## src/rtl/imm_field_encoder.sv

```systemverilog
// Packs a signed immediate into the EXT1_* instruction field of a base word; IMM_ENC_SAT_EN clamps out-of-range values instead of truncating.
// Latency: 2 cycles (S1 range check/truncate, S2 merge), 1 beat/cycle throughput.
// Backpressure: holds up to 2 beats; in_ready drops combinationally when both stages are full and out_ready is low.
module imm_field_encoder #(
  parameter int CNT_W = 16
) (
  input  logic             cpu_clk,
  input  logic             cpu_rst,
  input  logic             in_valid,
  output logic             in_ready,
  input  logic [3:0]       in_op,
  input  logic [31:0]      in_base,
  input  logic [31:0]      in_imm,
  output logic             out_valid,
  input  logic             out_ready,
  output logic [31:0]      out_inst,
  output logic             out_ovf,
  output logic             out_bad_op,
  output logic [CNT_W-1:0] err_cnt
);

  localparam logic [3:0] EXT1_0  = 4'd0;
  localparam logic [3:0] EXT1_12 = 4'd1;
  localparam logic [3:0] EXT1_16 = 4'd2;
  localparam logic [3:0] EXT1_20 = 4'd3;
  localparam logic [3:0] EXT1_28 = 4'd4;

  logic        s1_v;
  logic [3:0]  s1_op;
  logic [31:0] s1_base;
  logic [31:0] s1_mask;
  logic [19:0] s1_imm;
  logic        s1_ovf;
  logic        s1_bad;
  logic        s2_v;
  logic        s2_load;

  logic [31:0]        c_mask;
  logic [4:0]         c_w;
  logic               c_bad;
  logic               c_ovf;
  logic [19:0]        c_imm;
  logic signed [31:0] c_hi;
  logic [31:0]        placed;

  assign s2_load   = !s2_v || out_ready;
  assign in_ready  = !s1_v || s2_load;
  assign out_valid = s2_v;

  // Field mask/width per op; an immediate fits iff everything above the field's sign bit is a sign copy.
  always_comb begin
    c_mask = '0;
    c_w    = 5'd0;
    c_bad  = 1'b0;
    case (in_op)
      EXT1_12: begin c_mask = 32'h03FF_C000; c_w = 5'd12; end
      EXT1_16: begin c_mask = 32'h03FF_FC00; c_w = 5'd16; end
      EXT1_20: begin c_mask = 32'h01FF_FFE0; c_w = 5'd20; end
      EXT1_28: begin c_mask = 32'h00FF_FC1F; c_w = 5'd19; end
      EXT1_0:  ;
      default: c_bad = 1'b1;
    endcase
    c_hi  = $signed(in_imm) >>> (c_w - 5'd1);
    c_imm = in_imm[19:0] & ((20'd1 << c_w) - 20'd1);
    c_ovf = 1'b0;
    if (in_op == EXT1_0) begin
      c_ovf = (in_imm != 32'd0);
    end else if (!c_bad) begin
      c_ovf = (c_hi != 32'sd0) && (c_hi != -32'sd1);
`ifdef IMM_ENC_SAT_EN
      if (c_ovf) begin
        c_imm = in_imm[31] ? (20'd1 << (c_w - 5'd1))
                           : ((20'd1 << (c_w - 5'd1)) - 20'd1);
      end
`endif
    end
  end

  always_comb begin
    placed = '0;
    case (s1_op)
      EXT1_12: placed = {6'b0, s1_imm[11:0], 14'b0};
      EXT1_16: placed = {6'b0, s1_imm[15:0], 10'b0};
      EXT1_20: placed = {7'b0, s1_imm[19:0], 5'b0};
      EXT1_28: placed = {8'b0, s1_imm[18:5], 5'b0, s1_imm[4:0]};
      default: placed = '0;
    endcase
  end

  always_ff @(posedge cpu_clk) begin
    if (cpu_rst) begin
      s1_v       <= 1'b0;
      s1_op      <= '0;
      s1_base    <= '0;
      s1_mask    <= '0;
      s1_imm     <= '0;
      s1_ovf     <= 1'b0;
      s1_bad     <= 1'b0;
      s2_v       <= 1'b0;
      out_inst   <= '0;
      out_ovf    <= 1'b0;
      out_bad_op <= 1'b0;
      err_cnt    <= '0;
    end else begin
      if (in_ready) s1_v <= in_valid;
      if (in_valid && in_ready) begin
        s1_op   <= in_op;
        s1_base <= in_base;
        s1_mask <= c_mask;
        s1_imm  <= c_imm;
        s1_ovf  <= c_ovf;
        s1_bad  <= c_bad;
      end
      if (s2_load) s2_v <= s1_v;
      if (s2_load && s1_v) begin
        out_inst   <= (s1_base & ~s1_mask) | placed;
        out_ovf    <= s1_ovf;
        out_bad_op <= s1_bad;
      end
      // Saturating: stops at all-ones.
      if (out_valid && out_ready && (out_ovf || out_bad_op) && !(&err_cnt))
        err_cnt <= err_cnt + CNT_W'(1);
    end
  end

endmodule

```

## config.mk

```make
export PLATFORM = sky130hd
export DESIGN_NAME = imm_field_encoder
export DESIGN_NICKNAME = d
export VERILOG_FILES = /design/src/rtl/imm_field_encoder.sv
export SDC_FILE = /design/constraint.sdc
export NUM_CORES = 1
export LEC_CHECK = 0
export BUFFER_PORTS_ARGS = -buffer_cell sky130_fd_sc_hd__buf_4
export CAP_MARGIN = 15
export CORE_ASPECT_RATIO = 1.25
export CORE_MARGIN = 4
export CORE_UTILIZATION = 25
export CTS_BUF_LIST = sky130_fd_sc_hd__clkbuf_8
export DETAILED_ROUTE_END_ITERATION = 7
export PLACE_DENSITY = 0.47
export SYNTH_ARGS = -nofsm -noshare
export SYNTH_HDL_FRONTEND = slang
export SYNTH_SLANG_ARGS = --single-unit
```

## constraint.sdc

```tcl
create_clock -name cpu_clk -period 6.8 [get_ports cpu_clk]
set_input_delay 1.36 -clock cpu_clk [delete_from_list [all_inputs] [get_ports cpu_clk]]
set_output_delay 1.36 -clock cpu_clk [all_outputs]
set_load 0.005 [all_outputs]
```

==> impl_metrics.py, run 1 <==
metrics = {
    "critical_path": {
        "crit_arrival_ns": 5.28,
        "r2r_setup_slack_ns": 4.53,
        "critPathKind": "in2reg",
        "reg2reg_from": "err_cnt[7]",
        "reg2reg_to": "err_cnt[15]",
        "end_kind": "flop",
        "startpoint_type": "input pin",
        "critPathRequiredTime_ns": 7.09,
        "crit_fanout": 24,
        "r2r.worst_path.cells": 8,
    },
    "power": {
        "power_switching_uw": 465.0,
        "swShare_pct": 28.59,
        "power_leakage_uw": 0.003010,
        "p_per_area_nw_per_um2": 203.2,
        "intPower_uw": 1161,
        "p_comb_share_pct": 18.3,
        "peakVddDrop_uv": 120.0,
        "power_uw": 1626,
        "p_clk_share_pct": 36.6,
        "pwr-share-seq_pct": 45.1,
    },
    "finish": {
        "nFillCells": 2830,
        "final_core_util_pct": 31.53,
        "final_cells": 1253,
        "syn2layout_area_growth_pct": 23.50,
        "num_antenna_cells": 0,
        "drive_above_1_share_pct": 22.00,
        "nets": 984,
    },
    "die": {
        "core-area_um2": 25370,
        "num_io_pins": 124,
        "initial_core_util_pct": 25.53,
        "die_w_um": 152.0,
        "rows": 65,
        "die_area_um2": 28570,
        "die_y_um": 188.0,
    },
    "logic_synthesis": {
        "postSynthCellCount": 815,
        "synth_edf_count": 0,
        "synthArstFlopShare_pct": 0,
        "syn-cell-area_um2": 6479,
        "synthFlopType": "dfxtp_1",
        "synthTopCellsByArea": "dfxtp_1, nand2_1, mux4_2, a21oi_1, a221oi_1",
        "synth_top_cell_by_area": "dfxtp_1",
        "yosysWarningCount": 0,
        "synth_cell_types": 57,
        "ys_seq_elements": 116,
        "avgSynthCellArea_um2": 7.949,
        "synth_nets": 894,
        "synth.top_cell.area_share_pct": 35.84,
        "yosysSeqAreaShare_pct": 35.84,
    },
    "sta": {
        "fin_crit_ns": 4.988,
        "fin_ws_ns": 1.812,
        "fin_crit_sh_pct": 73.36,
        "fin_skew_ns": 0.009203,
        "fmax_ghz": 0.2005,
        "setup_viol": 0,
        "rsz0062_at_grt": "no",
        "maxSlewViolCount": 0,
        "tns_ns": 0,
        "relSlewSlack_pct": 23.67,
        "hold_viol_final": 0,
        "worst_slew_pin_slew_ns": 1.141,
    },
    "global_routing": {
        "grt_start_max_net_pins": 63,
        "grt_pass1_vias": 6343,
        "antenna_found_initial": 0,
        "grt.total_usage_pct": 15.45,
        "grt_pass1_wl_mm": 35.98,
        "overflow": 0,
    },
    "placed_design": {
        "hpwl_mm": 16.69,
        "dpl.cell_count": 1220,
        "dp_slack_ns": 1.385,
        "numPortBuffers": 123,
        "place_congestion": 0.8722,
    },
    "clocking": {
        "ctsResizeCount": 0,
        "clk_latency_ns": 0.42,
        "clockBufferDepth": 2,
        "htree_levels": 4,
        "clk_pin_slew_ns": 0.07,
        "cts_tree": "built",
        "cts_root_buffer": "clkbuf_8",
        "postCtsSetupBuffers": 0,
        "cts_inserted_buffers": 17,
        "clkSinkCount": 116,
        "hold_buffers": 0,
    },
    "min_path": {
        "hold_depth": 2,
        "holdPathEnd": "out_inst[26]",
        "min_from": "out_inst[26]",
        "hp-class": "reg2reg",
    },
    "route": {
        "post_drt_wl_per_cell_um": 17.89,
        "drc": 0,
        "via_count": 6384,
        "drtIter0Drc": 503,
        "drtAntennaViolNets": 0,
        "firstDrtPassIters": 5,
        "wirelength_mm": 22.42,
        "routed_via_density": 5.095,
    },
    "job": {
        "cap_violations": 0,
    },
    "status": {
        "status": "finished, final reports clean",
    },
}
[per-layer routing]
metal / routed length, um / share of wire (%) / GRT usage [%]
met1: 9917 / 44 / 20.69
met2: 10440 / 47 / 24.38
met3: 1373 / 6.1 / 2.978
met4: 685 / 3.1 / 6.434
met5: 0 / 0 / 0
[cell usage in the layout (no fill, tap or decap), types with 14 or more instances in the layout]
| cell type | n |
|---|---|
| a21oi_1 | 85 |
| a221oi_1 | 27 |
| a31oi_1 | 14 |
| buf_4 | 132 |
| clkbuf_8 | 18 |
| dfxtp_1 | 116 |
| inv_1 | 17 |
| mux2i_1 | 18 |
| mux4_2 | 21 |
| nand2_1 | 182 |
| nand3_1 | 47 |
| nor2_1 | 55 |
| nor3_1 | 16 |
| o21ai_0 | 29 |
[metrics by stage]
step | area [um^2] | hold WS [ns]
floorplan | 6479 | 0.4319
global placement | 7617 | 0.4418
detailed placement | 7617 | 0.4465
CTS | 7986 | 0.4562
global route | 8001 | 0.4704
finish | 8001 | 0.4529
[how the worst max path moves through the flow]
stage / endpoint / start / depth (start not counted) / slack [ns]
after floorplan: s1_ovf / in_op[3] / 12 / 1.52
after global placement: s1_ovf / in_op[3] / 13 / 1.37
after detailed placement: s1_ovf / in_op[3] / 13 / 1.39
after CTS: s1_ovf / in_op[3] / 13 / 1.84
after global routing: s1_ovf / in_op[3] / 13 / 1.61
final: s1_ovf / in_op[3] / 13 / 1.81
[cells in the mapped netlist, drive strengths merged (7+ instances only)]
| cell | count |
|---|---|
| xnor2 | 9 |
| dfxtp | 116 |
| xor2 | 13 |
| ha | 7 |
| inv | 14 |
| mux2i | 18 |
| a21oi | 85 |
| buf | 11 |
| nor4 | 12 |
| nand3 | 47 |
| a221oi | 27 |
| clkbuf | 51 |
| nand4 | 7 |
| a31oi | 14 |
| mux2 | 8 |
| nand2 | 183 |
| nor2 | 55 |
| o21ai | 29 |
| nor3 | 16 |
| mux4 | 21 |
[power groups by stage]
stage | combinational (uW) | sequential (uW) | clock, uW
after floorplan | 178 | 740 | 0
after global placement | 301 | 747 | 0
after detailed placement | 298 | 747 | 0
after CTS | 299 | 732 | 620
after global routing | 328 | 736 | 649
final | 298 | 733 | 595
[logic make-up after synthesis]
family / Yosys count / share of synthesized area (%)
AO/OA/AOI/OAI: 192 / 18.40
XOR/XNOR: 22 / 2.974
adder cells (fa/ha/maj): 7 / 1.352
buffers and inverters: 78 / 5.407
flip-flops: 116 / 35.84
multiplexers: 47 / 11.47
AND/OR/NAND/NOR: 353 / 24.55
[worst max-delay path: stages]
cell and delay, ns:
buf_4 0.15, or4b_1 0.51, buf_4 0.25, ha_1 0.43, buf_4 0.29, nand2_1 0.08
mux2i_1 0.54, mux2_2 0.42, o211ai_1 0.21, o211ai_1 0.12, or4_1 0.55, nor4b_2 0.26
o41ai_1 0.10
[final cells by class]
cell class                      instances  area [um^2]  share of cell area, %
Tap cell                              335        419.2                  5.238
Clock inverter                         14        121.4                  1.517
Multi-Input combinational cell        621         3820                  47.74
Sequential cell                       116         2322                  29.02
Clock buffer                           18        247.7                  3.096
Inverter                               16        65.06                 0.8131
Timing Repair Buffer                  133         1006                  12.57
[sequential cells by signal (all words and copies together) (netlist names)]
register and count:
s1_imm 20, out_valid 1, s1_ovf 1, out_inst 32, s1_op 4, s1_v 1, s1_bad 1, s1_mask 6
s1_base 32, out_bad_op 1, err_cnt 16, out_ovf 1
(Power assumes the default switching activity.)
==> run 2: changes to the inputs <==
Clock period 6.8 ns to 5.2 ns, I/O delays scaled along.
==> run 2 against run 1 <==
- clock power is 41% higher
- clock-buffer cell count increased by 2
- worst hold slack improved by 0.0022 ns
- core utilization is 0.26 points higher
- cell count is 0.32% higher
==> impl_metrics.py, run 2 (synthesis results as in run 1) <==
metrics = {
    "status": {
        "status": "finished, final reports clean",
    },
    "finish": {
        "nFillCells": 2814,
        "final_cell_mix": "nand2_1, buf_4, dfxtp_1",
        "drive_above_1_share_pct": 22.67,
        "fin_area_um2": 8068,
        "nets": 988,
        "layout_commonest_cell": "nand2_1",
        "syn2layout_area_growth_pct": 24.53,
        "final_cells": 1257,
        "reg.largest.list": "out_inst x32, s1_base x32, s1_imm x20",
        "num_antenna_cells": 0,
    },
    "job": {
        "cap_violations": 0,
    },
    "clocking": {
        "htree_levels": 4,
        "hold_buffers": 0,
        "clkSinkCount": 116,
        "clk_pin_slew_ns": 0.08,
        "cts_inserted_buffers": 17,
        "cts_root_buffer": "clkbuf_8",
        "cts_tree": "built",
        "postCtsSetupBuffers": 0,
        "clk_latency_ns": 0.42,
        "ctsResizeCount": 0,
        "clockBufferDepth": 2,
    },
    "global_routing": {
        "grt_pass1_wl_mm": 35.94,
        "grt_start_max_net_pins": 59,
        "overflow": 0,
        "grt_pass1_vias": 6255,
        "grt.total_usage_pct": 15.51,
        "antenna_found_initial": 0,
    },
    "route": {
        "drc": 0,
        "routed_via_density": 5.097,
        "firstDrtPassIters": 6,
        "post_drt_wl_per_cell_um": 18.13,
        "via_count": 6407,
        "drtIter0Drc": 446,
        "wirelength_mm": 22.79,
        "drtAntennaViolNets": 0,
    },
    "die": {
        "num_io_pins": 124,
        "die_area_um2": 28570,
        "die_y_um": 188.0,
        "rows": 65,
        "die_w_um": 152.0,
        "core-area_um2": 25370,
        "initial_core_util_pct": 25.53,
    },
    "critical_path": {
        "startpoint_type": "input pin",
        "end_kind": "flop",
        "critPathKind": "in2reg",
        "critPathRequiredTime_ns": 5.47,
        "crit_arrival_ns": 4.53,
        "crit_fanout": 22,
    },
    "sta": {
        "hold_viol_final": 0,
        "relSlewSlack_pct": 30.51,
        "fin_ws_ns": 0.9455,
        "rsz0062_at_grt": "no",
        "fin_skew_ns": 0.009053,
        "maxSlewViolCount": 0,
        "fin_crit_ns": 4.254,
        "setup_viol": 0,
        "tns_ns": 0,
        "fmax_ghz": 0.2350,
        "worst_slew_pin_slew_ns": 1.039,
        "fin_crit_sh_pct": 81.82,
    },
    "min_path": {
        "hp-class": "reg2reg",
    },
    "placed_design": {
        "dpl.cell_count": 1223,
        "place_congestion": 0.9177,
        "dp_slack_ns": 0.5224,
        "hpwl_mm": 16.58,
        "place_area_um2": 7640,
        "numPortBuffers": 123,
    },
    "power": {
        "peakVddDrop_uv": 161.9,
        "p_per_area_nw_per_um2": 271.3,
        "power_leakage_uw": 0.003023,
        "power_uw": 2189,
    },
}
## run 2: changes by cell type in the layout (fill, tap and decap cells not counted)
cell / previous run / this run
inv_1: 17 / 14
clkinvlp_4: 2 / 5
clkinv_4: 1 / 3
buf_4: 132 / 136
clkbuf_8: 18 / 20
clkinv_2: 7 / 3
## run 2: layer usage
metal / GRT usage [%] / share of wire, % / up-vias
met1: 20.99 / 46 / 3043
met4: 5.223 / 2.2 / 0
met5: 0 / 0 / -
met3: 2.909 / 4.7 / 35
met2: 24.90 / 47 / 206
li1: - / - / 3123
## run 2: final cells by class
class | instances | area (um^2) | area share, %
multi-input cells | 621 | 3820 | 47.35
clock buffers | 20 | 275.3 | 3.412
flip-flops and latches | 116 | 2322 | 28.78
clock inverters | 12 | 130.1 | 1.613
repair buffers | 137 | 1036 | 12.84
inverters | 16 | 65.06 | 0.8065
well taps | 335 | 419.2 | 5.195
## run 2: report_power, final
part | total (uW) | switching, uW | internal [uW] | leakage, uW
sequential | 957 | 29.1 | 928 | 0.000948
combinational | 394 | 228 | 166 | 0.00188
clock | 838 | 376 | 462 | 0.000193
total | 2190 | 633 | 1560 | 0.00302
## run 2: critical path, cell delays in order
cell and delay (ns):
buf_4 0.15, or4b_1 0.59, buf_4 0.27, ha_1 0.32, nand2b_1 0.19, mux2i_1 0.13, buf_4 0.18, mux2_2 0.35
o211ai_1 0.21, o211ai_1 0.13, or4_1 0.57, nor4b_2 0.28, o41ai_1 0.10
## run 2: path summary, 6_finish.rpt
check         startpoint  depth (start not counted)  slack (ns)           to
max             in_op[3]                         13        0.95       s1_ovf
min          s1_base[28]                          2        0.46  s1_base[28]
max reg2reg    out_valid                          6        2.87  s1_base[23]
min reg2reg  s1_base[28]                          2        0.46  s1_base[28]
## run 2: metrics by stage
step / util, % / hold WS [ns]
floorplan: - / 0.4319
global placement: 30.11 / 0.4401
detailed placement: 30.11 / 0.4466
CTS: 31.71 / 0.4577
global route: 31.79 / 0.4780
finish: 31.79 / 0.4551
==> run 3: changes to the inputs <==
Clock period 5.2 ns to 4.4 ns, I/O delays scaled along.
==> run 3 against run 2 <==
- wire length increased by 0.48%
- worst hold slack got worse by 0.0012 ns
- non-clock buffer count increased by 11
- clock power increased by 19%
- cell area increased by 1.6%
- power increased by 20%
- setup slack got worse by 0.39 ns
- register-to-register slack got worse by 0.76 ns
- core utilization increased by 0.52 points
- global-route usage increased by 0.28 points
- critical path type unchanged
==> impl_metrics.py, run 3 (synthesis results as in run 1) <==
metrics = {
    "die": {
        "die_area_um2": 28570,
        "num_io_pins": 124,
        "initial_core_util_pct": 25.53,
        "rows": 65,
        "die_y_um": 188.0,
        "die_w_um": 152.0,
        "core-area_um2": 25370,
    },
    "sta": {
        "tns_ns": 0,
        "fmax_ghz": 0.2601,
        "hold_viol_final": 0,
        "maxSlewViolCount": 0,
        "rsz0062_at_grt": "no",
        "fin_skew_ns": 0.01361,
        "hold_ws_ns": 0.4539,
        "setup_viol": 0,
        "relSlewSlack_pct": 26.98,
        "fin_crit_sh_pct": 87.38,
        "worst_slew_pin_slew_ns": 1.091,
        "fin_crit_ns": 3.845,
    },
    "global_routing": {
        "grt_pass1_wl_mm": 36.60,
        "grt_start_max_net_pins": 100,
        "grt.total_usage_pct": 15.79,
        "antenna_found_initial": 0,
        "grt_pass1_vias": 6479,
        "overflow": 0,
    },
    "power": {
        "p_comb_share_pct": 18.4,
        "p_clk_share_pct": 38.4,
        "peakVddDrop_uv": 167.3,
        "intPower_uw": 1884,
        "power_uw": 2617,
        "swShare_pct": 28.01,
        "p_per_area_nw_per_um2": 319.1,
        "power_switching_uw": 733.0,
        "pwr-share-seq_pct": 43.2,
        "power_leakage_uw": 0.003113,
    },
    "min_path": {
        "hold_depth": 2,
        "hp-class": "reg2reg",
    },
    "clocking": {
        "clockBufferDepth": 2,
        "ctsResizeCount": 0,
        "clk_pin_slew_ns": 0.07,
        "clkSinkCount": 116,
        "hold_buffers": 0,
        "clk_latency_ns": 0.44,
        "htree_levels": 4,
        "postCtsSetupBuffers": 0,
        "cts_inserted_buffers": 17,
        "cts_tree": "built",
        "cts_root_buffer": "clkbuf_8",
    },
    "critical_path": {
        "critPathKind": "in2reg",
        "crit_arrival_ns": 4.16,
        "critPathRequiredTime_ns": 4.71,
        "end_kind": "flop",
        "startpoint_type": "input pin",
        "r2r.worst_path.cells": 8,
        "r2r_setup_slack_ns": 2.11,
        "crit_fanout": 20,
    },
    "finish": {
        "final_cell_mix": "nand2_1, buf_4, dfxtp_1",
        "syn2layout_area_growth_pct": 26.57,
        "num_antenna_cells": 0,
        "multi_input_area_um2": 3844,
        "final_core_util_pct": 32.32,
        "nFillCells": 2772,
        "reg.largest.list": "out_inst x32, s1_base x32, s1_imm x20",
        "layout_commonest_cell": "nand2_1",
        "regArea_um2": 2322,
        "drive_above_1_share_pct": 23.47,
        "nets": 999,
    },
    "route": {
        "drtIter0Drc": 322,
        "post_drt_wl_per_cell_um": 18.06,
        "firstDrtPassIters": 5,
        "drc": 0,
        "via_count": 6491,
        "routed_via_density": 5.119,
        "wirelength_mm": 22.90,
        "drtAntennaViolNets": 0,
    },
    "job": {
        "cap_violations": 0,
    },
    "status": {
        "status": "finished, final reports clean",
    },
    "placed_design": {
        "numPortBuffers": 123,
        "hpwl_mm": 17.09,
        "place_congestion": 0.9027,
    },
}
[run 3: cell type report]
| cell class | count | share of cell area [%] |
|---|---|---|
| clock buffer | 19 | 3.189 |
| clock inverter | 13 | 1.709 |
| inverter | 16 | 0.7934 |
| multi-input combinational | 621 | 46.87 |
| sequential | 116 | 28.32 |
| tap | 335 | 5.111 |
| timing repair buffer | 148 | 14.01 |
[run 3: layer usage]
layer	up-vias	track usage, %	share of wire, %
li1	3140	-	-
met4	0	6.538	2.9
met2	227	26.75	48
met1	3085	19.59	43
met3	39	3.163	5.6
met5	-	0	0
[run 3: stage by stage]
| step | std cells | area (um^2) | setup WS (ns) |
|---|---|---|---|
| after floorplan | 815 | 6528 | 0.01206 |
| after global placement | 1236 | 7799 | 0.1415 |
| after detailed placement | 1236 | 7799 | 0.1161 |
| after CTS | 1268 | 8200 | 0.5926 |
| after global routing | 1268 | 8200 | 0.3734 |
| final | 1268 | 8200 | 0.5554 |
[run 3: path summary, 6_finish.rpt]
| path | startpoint | to |
|---|---|---|
| worst max-delay path | in_op[3] | s1_ovf |
| worst min-delay path | s1_base[27] | s1_base[27] |
| worst max register to register | err_cnt[7] | err_cnt[15] |
| worst min register to register | s1_base[27] | s1_base[27] |
[run 3: power groups by stage]
stage	clock [uW]	sequential (uW)	combinational [uW]
floorplan	0	1140	280
finish	1000	1130	481
detailed placement	0	1150	483
global placement	0	1160	486
CTS	1030	1130	486
global route	1070	1140	530
[run 3: worst max-delay path: stages]
cell and delay, ns:
buf_4 0.15, or4b_1 0.61, ha_1 0.36, xor2_1 0.29, buf_12 0.19, mux2_2 0.34
a211o_1 0.33, nor4b_1 0.33, a32oi_1 0.16, o41ai_1 0.41, o41ai_1 0.10
